--- src/rtl/div_sequencer_pkg.sv ---
// Shared execute-stage types and constants for the divide sequencer.
package div_sequencer_pkg;

    localparam int WORD_W = 32;

    localparam logic [WORD_W-1:0] DIV_ZERO_QUOT = '1;

    typedef enum logic [1:0] {
        IDLE   = 2'd0,
        SETTLE = 2'd1,
        WRITE  = 2'd2,
        ZERO   = 2'd3
    } div_state_t;

endpackage

--- src/rtl/div_sequencer_if.sv ---
// Pipeline-facing and divider-facing signals of the divide sequencer.
// The master is the pipeline plus divider; the slave is the sequencer.
interface div_sequencer_if
    import div_sequencer_pkg::*;
#(
    parameter int WIDTH = WORD_W
) ();

    logic             start;
    logic             is_signed;
    logic [WIDTH-1:0] op_a;
    logic [WIDTH-1:0] op_b;
    logic             mthi;
    logic             mtlo;
    logic [WIDTH-1:0] wdata;

    logic [WIDTH-1:0] div_a;
    logic [WIDTH-1:0] div_b;
    logic [WIDTH-1:0] div_q;
    logic [WIDTH-1:0] div_r;

    logic             busy;
    logic             done;
    logic             div_by_zero;
    logic [WIDTH-1:0] hi;
    logic [WIDTH-1:0] lo;

    modport master (
        output start, is_signed, op_a, op_b, mthi, mtlo, wdata, div_q, div_r,
        input  div_a, div_b, busy, done, div_by_zero, hi, lo
    );

    modport slave (
        input  start, is_signed, op_a, op_b, mthi, mtlo, wdata, div_q, div_r,
        output div_a, div_b, busy, done, div_by_zero, hi, lo
    );

endinterface

--- src/rtl/div_sequencer_cond_negate.sv ---
// Two's complement negate and a conditional wrapper; purely combinational, no handshake.
// Negation wraps modulo 2^WIDTH, so the most negative value maps to itself.
module negate_val #(
    parameter int WIDTH = 32
) (
    input  logic [WIDTH-1:0] i_val,
    output logic [WIDTH-1:0] o_val
);

    assign o_val = (~i_val) + WIDTH'(1);

endmodule

module cond_negate #(
    parameter int WIDTH = 32
) (
    input  logic [WIDTH-1:0] i_val,
    input  logic             i_neg,
    output logic [WIDTH-1:0] o_val
);

    logic [WIDTH-1:0] w_negated;

    negate_val #(.WIDTH(WIDTH)) u_negate (
        .i_val (i_val),
        .o_val (w_negated)
    );

    assign o_val = i_neg ? w_negated : i_val;

endmodule

--- src/rtl/div_sequencer.sv ---
// Sign handling and multicycle sequencing around a combinational unsigned divider.
// HI/LO land SETTLE_CYCLES+1 edges after start; busy stalls the pipeline, start while busy is dropped.
module div_sequencer
    import div_sequencer_pkg::*;
#(
    parameter int WIDTH         = WORD_W,
    parameter int SETTLE_CYCLES = 4
) (
    input  logic             clk,
    input  logic             rst_n,
    div_sequencer_if.slave   bus
);

    localparam int CNT_W = $clog2(SETTLE_CYCLES + 1);

    div_state_t       r_state;
    div_state_t       w_state_nxt;

    logic [CNT_W-1:0] r_cnt;
    logic [CNT_W-1:0] w_cnt_nxt;
    logic             r_busy;
    logic             w_busy_nxt;
    logic             r_done;
    logic             w_done_nxt;
    logic             r_dbz;
    logic             w_dbz_nxt;
    logic [WIDTH-1:0] r_hi;
    logic [WIDTH-1:0] w_hi_nxt;
    logic [WIDTH-1:0] r_lo;
    logic [WIDTH-1:0] w_lo_nxt;
    logic [WIDTH-1:0] r_div_a;
    logic [WIDTH-1:0] w_div_a_nxt;
    logic [WIDTH-1:0] r_div_b;
    logic [WIDTH-1:0] w_div_b_nxt;
    logic             r_neg_q;
    logic             w_neg_q_nxt;
    logic             r_neg_r;
    logic             w_neg_r_nxt;
    logic [WIDTH-1:0] r_zero_hi;
    logic [WIDTH-1:0] w_zero_hi_nxt;

    logic             w_neg_a;
    logic             w_neg_b;
    logic [WIDTH-1:0] w_mag_a;
    logic [WIDTH-1:0] w_mag_b;
    logic [WIDTH-1:0] w_quot;
    logic [WIDTH-1:0] w_rem;

    assign w_neg_a = bus.is_signed & bus.op_a[WIDTH-1];
    assign w_neg_b = bus.is_signed & bus.op_b[WIDTH-1];

    cond_negate #(.WIDTH(WIDTH)) u_mag_a (
        .i_val (bus.op_a),
        .i_neg (w_neg_a),
        .o_val (w_mag_a)
    );

    cond_negate #(.WIDTH(WIDTH)) u_mag_b (
        .i_val (bus.op_b),
        .i_neg (w_neg_b),
        .o_val (w_mag_b)
    );

    // The divider output is only sampled in WRITE, after div_a/div_b have been stable long enough.
    cond_negate #(.WIDTH(WIDTH)) u_fix_q (
        .i_val (bus.div_q),
        .i_neg (r_neg_q),
        .o_val (w_quot)
    );

    cond_negate #(.WIDTH(WIDTH)) u_fix_r (
        .i_val (bus.div_r),
        .i_neg (r_neg_r),
        .o_val (w_rem)
    );

    always_ff @(posedge clk) begin
        if (!rst_n) begin
            r_state   <= IDLE;
            r_cnt     <= '0;
            r_busy    <= 1'b0;
            r_done    <= 1'b0;
            r_dbz     <= 1'b0;
            r_hi      <= '0;
            r_lo      <= '0;
            r_div_a   <= '0;
            r_div_b   <= '0;
            r_neg_q   <= 1'b0;
            r_neg_r   <= 1'b0;
            r_zero_hi <= '0;
        end else begin
            r_state   <= w_state_nxt;
            r_cnt     <= w_cnt_nxt;
            r_busy    <= w_busy_nxt;
            r_done    <= w_done_nxt;
            r_dbz     <= w_dbz_nxt;
            r_hi      <= w_hi_nxt;
            r_lo      <= w_lo_nxt;
            r_div_a   <= w_div_a_nxt;
            r_div_b   <= w_div_b_nxt;
            r_neg_q   <= w_neg_q_nxt;
            r_neg_r   <= w_neg_r_nxt;
            r_zero_hi <= w_zero_hi_nxt;
        end
    end

    always_comb begin
        w_state_nxt   = r_state;
        w_cnt_nxt     = r_cnt;
        w_busy_nxt    = r_busy;
        w_done_nxt    = 1'b0;
        w_dbz_nxt     = r_dbz;
        w_hi_nxt      = r_hi;
        w_lo_nxt      = r_lo;
        w_div_a_nxt   = r_div_a;
        w_div_b_nxt   = r_div_b;
        w_neg_q_nxt   = r_neg_q;
        w_neg_r_nxt   = r_neg_r;
        w_zero_hi_nxt = r_zero_hi;

        unique case (r_state)
            IDLE: begin
                // Moves land this edge; a divide accepted alongside overwrites HI/LO later.
                if (bus.mthi) begin
                    w_hi_nxt = bus.wdata;
                end
                if (bus.mtlo) begin
                    w_lo_nxt = bus.wdata;
                end
                if (bus.start) begin
                    w_busy_nxt = 1'b1;
                    w_dbz_nxt  = 1'b0;
                    if (bus.op_b == '0) begin
                        w_zero_hi_nxt = bus.op_a;
                        w_state_nxt   = ZERO;
                    end else begin
                        w_div_a_nxt = w_mag_a;
                        w_div_b_nxt = w_mag_b;
                        w_neg_q_nxt = bus.is_signed & (bus.op_a[WIDTH-1] ^ bus.op_b[WIDTH-1]);
                        w_neg_r_nxt = w_neg_a;
                        w_cnt_nxt   = CNT_W'(SETTLE_CYCLES - 1);
                        w_state_nxt = SETTLE;
                    end
                end
            end
            SETTLE: begin
                if (r_cnt == '0) begin
                    w_state_nxt = WRITE;
                end else begin
                    w_cnt_nxt = r_cnt - CNT_W'(1);
                end
            end
            WRITE: begin
                w_lo_nxt    = w_quot;
                w_hi_nxt    = w_rem;
                w_busy_nxt  = 1'b0;
                w_done_nxt  = 1'b1;
                w_state_nxt = IDLE;
            end
            ZERO: begin
                w_hi_nxt    = r_zero_hi;
                w_lo_nxt    = {WIDTH{1'b1}};
                w_dbz_nxt   = 1'b1;
                w_busy_nxt  = 1'b0;
                w_done_nxt  = 1'b1;
                w_state_nxt = IDLE;
            end
            default: begin
                w_state_nxt = IDLE;
            end
        endcase
    end

    assign bus.div_a       = r_div_a;
    assign bus.div_b       = r_div_b;
    assign bus.busy        = r_busy;
    assign bus.done        = r_done;
    assign bus.div_by_zero = r_dbz;
    assign bus.hi          = r_hi;
    assign bus.lo          = r_lo;

endmodule

--- src/flat_wrapper.sv ---
// flat-port wrapper written by rule: the top's interface ports become plain ports
module div_sequencer_flat import div_sequencer_pkg::*;
#(
    parameter int WIDTH         = WORD_W,
    parameter int SETTLE_CYCLES = 4
)
  (clk, rst_n, bus_start, bus_is_signed, bus_op_a, bus_op_b, bus_mthi, bus_mtlo, bus_wdata, bus_div_q, bus_div_r, bus_div_a, bus_div_b, bus_busy, bus_done, bus_div_by_zero, bus_hi, bus_lo);
  div_sequencer_if #(.WIDTH(WIDTH)) bus_i ();
  input  logic clk;
  input  logic rst_n;
  input wire logic [$bits(bus_i.start)-1:0] bus_start;
  input wire logic [$bits(bus_i.is_signed)-1:0] bus_is_signed;
  input wire logic [$bits(bus_i.op_a)-1:0] bus_op_a;
  input wire logic [$bits(bus_i.op_b)-1:0] bus_op_b;
  input wire logic [$bits(bus_i.mthi)-1:0] bus_mthi;
  input wire logic [$bits(bus_i.mtlo)-1:0] bus_mtlo;
  input wire logic [$bits(bus_i.wdata)-1:0] bus_wdata;
  input wire logic [$bits(bus_i.div_q)-1:0] bus_div_q;
  input wire logic [$bits(bus_i.div_r)-1:0] bus_div_r;
  output wire logic [$bits(bus_i.div_a)-1:0] bus_div_a;
  output wire logic [$bits(bus_i.div_b)-1:0] bus_div_b;
  output wire logic [$bits(bus_i.busy)-1:0] bus_busy;
  output wire logic [$bits(bus_i.done)-1:0] bus_done;
  output wire logic [$bits(bus_i.div_by_zero)-1:0] bus_div_by_zero;
  output wire logic [$bits(bus_i.hi)-1:0] bus_hi;
  output wire logic [$bits(bus_i.lo)-1:0] bus_lo;
  assign bus_i.start = bus_start;
  assign bus_i.is_signed = bus_is_signed;
  assign bus_i.op_a = bus_op_a;
  assign bus_i.op_b = bus_op_b;
  assign bus_i.mthi = bus_mthi;
  assign bus_i.mtlo = bus_mtlo;
  assign bus_i.wdata = bus_wdata;
  assign bus_i.div_q = bus_div_q;
  assign bus_i.div_r = bus_div_r;
  assign bus_div_a = bus_i.div_a;
  assign bus_div_b = bus_i.div_b;
  assign bus_busy = bus_i.busy;
  assign bus_done = bus_i.done;
  assign bus_div_by_zero = bus_i.div_by_zero;
  assign bus_hi = bus_i.hi;
  assign bus_lo = bus_i.lo;
  div_sequencer #(.WIDTH(WIDTH), .SETTLE_CYCLES(SETTLE_CYCLES)) u_core (.clk(clk), .rst_n(rst_n), .bus(bus_i));
endmodule
--- config.mk ---
export PLATFORM = sky130hd
export DESIGN_NAME = div_sequencer_flat
export DESIGN_NICKNAME = d
export VERILOG_FILES = /design/src/rtl/div_sequencer_pkg.sv /design/src/rtl/div_sequencer_if.sv /design/src/rtl/div_sequencer_cond_negate.sv /design/src/rtl/div_sequencer.sv /design/src/flat_wrapper.sv
export SDC_FILE = /design/constraint.sdc
export NUM_CORES = 1
export LEC_CHECK = 0
export BUFFER_PORTS_ARGS = -buffer_cell sky130_fd_sc_hd__clkbuf_2
export CAP_MARGIN = 20
export CELL_PAD_IN_SITES_DETAIL_PLACEMENT = 2
export CELL_PAD_IN_SITES_GLOBAL_PLACEMENT = 2
export CORE_MARGIN = 3
export CORE_UTILIZATION = 29
export DETAILED_ROUTE_END_ITERATION = 8
export PLACE_DENSITY_LB_ADDON = 0.1
export SETUP_SLACK_MARGIN = 0.02
export SLEW_MARGIN = 20
export SYNTH_ARGS = -nofsm -noshare
export SYNTH_HDL_FRONTEND = slang
export SYNTH_SLANG_ARGS = --single-unit
--- constraint.sdc ---
create_clock -name clk -period 3 [get_ports clk]
set_clock_uncertainty 0.05 [all_clocks]
set_input_delay 0.3 -clock clk [delete_from_list [all_inputs] [get_ports clk]]
set_output_delay 0.3 -clock clk [all_outputs]
set_load 0.01 [all_outputs]
Word level (Yosys, flattened, before mapping):

Index checks and enable logic that the tools add are counted.

* add/subtract/negate cells: 5
* multiply operators: 0
* div/mod/pow operators: 0
* $lt $le $gt $ge: 0
* equality and inequality tests: 9
* shift-type cells: 0
* multiplexer cells: 21
* bitwise logic cells: 9
* reduce and logical (&&, ||, !) cells: 16

Operator list (count)
* 2-to-1 mux 32 bit: 6
* one-hot mux 32 bit (3 select lines): 2
* adder 32 x 1 -> 32 bit (second input constant): 4
* inverter 32 bit: 4
* zero test 32 bit: 1
* inequality test 2 bit (second input constant): 5
* AND reduction 2 bit: 5
* 2-to-1 mux 3 bit: 3
* 2-to-1 mux 2 bit: 3
* one-hot mux 2 bit (3 select lines): 1
* one-hot mux 3 bit (2 select lines): 1
* AND reduction 3 bit: 2
* nonzero test 2 bit: 3
* equality test 2 bit (second input constant): 2
* one-hot mux 1 bit (2 select lines): 2
* AND reduction 4 bit: 1
* AND 1 bit: 3
* zero test 3 bit: 1
* 2-to-1 mux 1 bit: 3
* nonzero test 3 bit: 1
* subtractor 3 x 1 -> 3 bit (second input constant): 1
* equality test 2 x 1 -> 1 bit (second input constant): 1
* zero test 2 bit: 1
* inequality test 2 x 1 -> 1 bit (second input constant): 1
* 3 further kinds: 3

* register bits after elaboration: 170
* bits in latches: 0
* bits in writable memories: 0
* bits in read-only memories: 0
* bits of input ports: 166
* output and inout bits: 131
* word-level logic and storage cells: 72
* memories: 0

Depth between registers and ports, before layout:

* depth after elaboration: 4
* depth in mapped cells: 9
* depth with buffers taken out: 8

Cells and area by module:

From an unflattened synthesis, not the netlist that was laid out.

* cells, all modules: 1270
* area, all modules: 12434.4 um^2

Modules (own cells, without submodules)
* div_sequencer: times used 1, cells each 794, area each 7709.9 um^2, seq. area each 3403.3 um^2
* negate_val: times used 4, cells each 83, area each 636.9 um^2, seq. area each 0.0 um^2
* cond_negate: times used 4, cells each 36, area each 544.3 um^2, seq. area each 0.0 um^2

Worst setup path after synthesis:

No wires, ideal clock.

* kind: in2reg
* start point: input bus_op_b[24]
* end point: register u_core.r_cnt[2]
* data arrival time: 2.282 ns
* slack: 0.553 ns
* stages: 7
* buffers on the path: 1
* path through: or4_4 -> or3_1 -> or3_1 -> buf_2 -> o311a_1 -> xor2_1 -> and3_1

* word-level cells in the longest chain between the ends: 3

RTL lines
* start, declared: line flat_wrapper.sv:14 `input wire logic [$bits(bus_i.op_b)-1:0] bus_op_b;`
* zero test 32 bit: line div_sequencer.sv:133 `if (bus.op_b == '0) begin`
* inequality test 2 bit (no line)
* AND reduction 4 bit (no line)
* end signal, assigned: line div_sequencer.sv:93 `r_cnt <= w_cnt_nxt;`
* end, declared: line div_sequencer.sv:19 `logic [CNT_W-1:0] r_cnt;`

No other way between the ends.
A chain may end at the register's enable or synchronous reset.

Worst setup path in the final report:

* start point: input bus_div_q[16]
* end point: register u_core.r_lo[20], in the netlist u_core.bus.lo[20]

* word-level cells in the longest chain between the ends: 4

RTL lines
* start, declared: line flat_wrapper.sv:18 `input wire logic [$bits(bus_i.div_q)-1:0] bus_div_q;`
* inverter 32 bit: line div_sequencer_cond_negate.sv:10 `assign o_val = (~i_val) + WIDTH'(1);`
* adder 32 x 1 -> 32 bit: line div_sequencer_cond_negate.sv:10
* 2-to-1 mux 32 bit: line div_sequencer_cond_negate.sv:29 `assign o_val = i_neg ? w_negated : i_val;`
* one-hot mux 32 bit (3 select lines): line div_sequencer.sv:121 `unique case (r_state)`
* end signal, assigned: line div_sequencer.sv:98 `r_lo <= w_lo_nxt;`
* end, declared: line div_sequencer.sv:29 `logic [WIDTH-1:0] r_lo;`

No other way between the ends.

==> PnR_summary.wiki <==
{| class="wikitable"
! Metric !! Value
|-
| Count of distinct cell types in the synthesized netlist || 52
|-
| Kind of critical path || in -> reg
|-
| CP max stage delay || 0.65 ns
|-
| Launch point of the worst hold path || bus_op_a[10]
|-
| Area taken by multi-input logic gates || about 5700 um2
|-
| Final-layout worst hold slack || between 0.07 and 0.08 ns
|-
| Max-slew violation count || 0
|-
| Synth Flop Type || dfxtp_1
|-
| Mean instance size in the synthesized netlist || 7.90 um2
|-
| Fraction of final layout cells sized beyond drive strength 1 || 26.6%
|-
| Number of antenna violations at the first check in global routing || 2
|-
| Clock buffers created by TritonCTS || 17
|-
| Root cell of the clock tree || clkbuf_16
|-
| Routed vias/inst || 5.26
|-
| Yosys top cell by area || dfxtp_1
|-
| TritonCTS clock tree || yes
|-
| Insertion delay to the later sink of the worst-skew pair || 0.45 ns
|-
| End of the worst register-to-register path || u_core.r_cnt[0]
|-
| Die width || 187 um
|-
| Synth async-reset ratio || 0%
|-
| Largest net degree at the start of global routing || 112
|-
| Wire length of the first global-routing pass || 61900 um
|-
| Worst path cell trace || clkbuf_2, or4_1, nor4_1, nand4_1, o311ai_0, o21ai_0, a211oi_1
|-
| Class of the tightest hold or removal check || in -> reg
|-
| Synthesized instance count || 1202
|-
| Worst slew margin relative to its limit || about 34%
|-
| FMAX || 0.446 GHz
|-
| Ratio of final minimum period to clock period || 74.7%
|-
| Synthesized area || 9500 um2
|-
| Post-synth top area share || 35.8%
|-
| Number of nets still failing antenna checks after routing || 0
|-
| Row count || 65
|-
| Clock sinks || 170
|-
| Final estimated routing congestion in global placement || 0.817
|-
| Average detailed-routed wire length per instance || 21.2 um
|-
| Hold path endpoint || u_core.r_zero_hi[10]
|-
| Outcome || finished clean
|-
| Count of yosys warnings during synthesis || 0
|-
| Post-CTS setup buffer count || 0
|-
| Number of placed I/O pins || 297
|-
| Effective utilization at floorplan || approximately 30%
|-
| Leading post-synthesis cells by instance count || 170 x dfxtp_1, 144 x nand2_1, 126 x o21ai_0
|-
| Half-perimeter wire length after detailed placement || 30700 um
|-
| Largest delay share family, worst path || simple AND/OR/NAND/NOR gates
|-
| Total of max-cap violations || 0
|-
| DRC errors left || 0
|-
| Area overhead of the layout relative to synthesis || 26.1%
|-
| Final WL || 40200 um
|-
| Reg2reg setup slack || 0.82 ns
|-
| Total power divided by cell area || 524 nW/um2
|-
| Number of nets in the final layout || 1624
|-
| Min Tclk post-route || ~2.2 ns
|-
| Slowest cell on the critical path || or4_1
|-
| Final number of hold-violating endpoints || 0
|-
| Worst Path Max Fanout || 7
|-
| Die area || 35000 um2
|-
| Area of the core || 32000 um2
|-
| Worst Path Required || 3.30 ns
|-
| Via count of the first global-routing pass || 10400
|-
| Core utilization of the finished layout || 37.5%
|-
| Die Ht || 187 um
|-
| Filler cells || 3788
|-
| Post-CTS sizing || 0
|-
| FF/Latch Area || 3410 um2
|-
| Topmost layer with routed signal wires || met5
|-
| Number of detailed-routing iterations run before antenna repair || 4
|-
| Hold-fix buffer count after cts || 0
|-
| Global-route usage over all layers || 22.4%
|-
| Worst setup slack after layout || 0.760 ns
|-
| Leading cell types by total area after synthesis || dfxtp_1 36%, o21ai_0 6.6%, xnor2_1 5.9%, nand2_1 5.7%, xor2_1 4.9%
|-
| H-tree depth || 4
|-
| Setup-violating endpoint count in the final report || 0
|-
| Most common cell in the synthesized netlist || dfxtp_1
|-
| Startpoint class of the critical path || input pin
|-
| Met2 wire len || 19500 um
|-
| Critical Path AT || 2.54 ns
|-
| Initial DRC Count || 629
|-
| Total Neg Setup Slack || 0 ns
|-
| Worst path bufs/invs || 1
|-
| Worst slew pin tran || 0.988 ns
|-
| Peak supply drop || a little under 400 uV
|-
| Count of placed standard cells in the final layout, fillers left out || ~1900
|-
| Quantity of I/O buffers inserted on ports || 296
|-
| Detailed route wirelength on metal3 || 1640 um
|-
| Portion of the post-synthesis area used by sequential elements || 35.8%
|-
| Wire length the detailed router placed on met1 || 18600 um
|-
| FF-to-FF path depth || 6
|-
| Reg2reg start || u_core.r_state[0]
|-
| Number of buffers on the longest clock path || 2
|-
| Type of destination of the critical path || register
|-
| Dpl cells || 1868
|-
| FF+latch count, synth || 170
|-
| Synthesized net count || ~1400
|-
| Worst setup timing slack at the placement stage || 0.319 ns
|-
| Number of cells on the worst hold path || 3
|-
| Unrepaired setup endpoints after global routing || false
|-
| Static leakage || 4.99 nW
|-
| GRT Residual Overflow || 0
|-
| Count of flip-flops with a built-in enable after synthesis || 0
|-
| Clock transition at the register clock pins on the worst setup and hold paths after CTS || 0.07 ns
|-
| Routed via count || 9998
|}
tightest hold or removal path: stages:
cell,delay (ns)
clkbuf_2,0.11
nand2_1,0.06
a21boi_1,0.05
worst max-delay path by stage:
stage,start,end,slack (ns),cells past startpoint
after floorplan,bus_op_b[24],u_core.r_cnt[2],0.55,7
after global placement,bus_op_b[24],u_core.r_cnt[2],0.33,7
after detailed placement,bus_op_b[24],u_core.r_cnt[2],0.32,7
after CTS,u_core.r_state[0],u_core.r_cnt[0],0.76,6
after global routing,bus_op_b[6],u_core.bus.div_a[20],0.59,9
final,bus_div_q[16],u_core.bus.lo[20],0.76,7
sequential cells by signal (all words and copies together) (netlist names):
signal and flops:
u_core.bus.busy 1, u_core.bus.div_a 32, u_core.bus.div_b 32, u_core.bus.div_by_zero 1
u_core.bus.done 1, u_core.bus.hi 32, u_core.bus.lo 32, u_core.r_cnt 3
u_core.r_neg_q 1, u_core.r_neg_r 1, u_core.r_state 2, u_core.r_zero_hi 32
where the power goes:
| group | switching (mW) | internal (mW) |
|---|---|---|
| Clock | 1.04 | 1.17 |
| Combinational | 0.892 | 0.578 |
| Sequential | 0.127 | 2.47 |
placed cells by master, fill, tap and decap left out, types with 9 or more instances in the layout:
cell       instances
a21boi_1          30
a21oi_1           84
a221oi_1          24
buf_4             21
clkbuf_16         17
clkbuf_2         295
dfxtp_1          168
inv_1             17
mux2_2            19
nand2_1          144
nand2b_1          13
nand3_1            9
nand4_1            9
nor2_1           123
nor3_1            20
nor4_1            18
o211a_1           27
o21ai_0          126
o31ai_1           30
o41ai_1           22
or3_1             15
xnor2_1           64
xor2_1            53
metal layers:
layer | GRT usage (%) | vias to the layer above
met5 | 0 | -
met4 | 4.42 | 2
met3 | 4.20 | 25
met2 | 38.2 | 198
met1 | 29.6 | 4979
li1 | - | 4794
area by class of cell:
| cell class | instances | share of cell area [%] |
|---|---|---|
| Antenna cell | 1 | 0.0209 |
| Clock buffer | 19 | 3.70 |
| Clock inverter | 13 | 0.992 |
| Inverter | 17 | 0.533 |
| Multi-Input combinational cell | 926 | 47.5 |
| Sequential cell | 170 | 28.4 |
| Tap cell | 435 | 4.54 |
| Timing Repair Buffer | 320 | 14.3 |
stage by stage:
step           power (mW)  instance area (um2)
2_1_floorplan        3.42                 9500
3_3_place_gp         4.09                11400
3_5_place_dp         4.13                11400
4_1_cts              6.37                12000
5_1_grt              6.62                12000
6_report             6.28                12000
kinds of logic (layout without fill, tap and decap cells):
family / count (synthesis) / after routing / share of synthesized area (%)
compound gates: 389 / 389 / 26.8
xor+xnor: 117 / 117 / 10.8
fa+ha+maj: 6 / 6 / 0.790
buf+inv: 106 / 369 / 4.45
flops: 170 / 170 / 35.8
mux: 21 / 21 / 2.46
other cells: 0 / 1 / 0
simple gates: 393 / 393 / 18.9
Note: power is estimated with default switching activity, not from simulation.
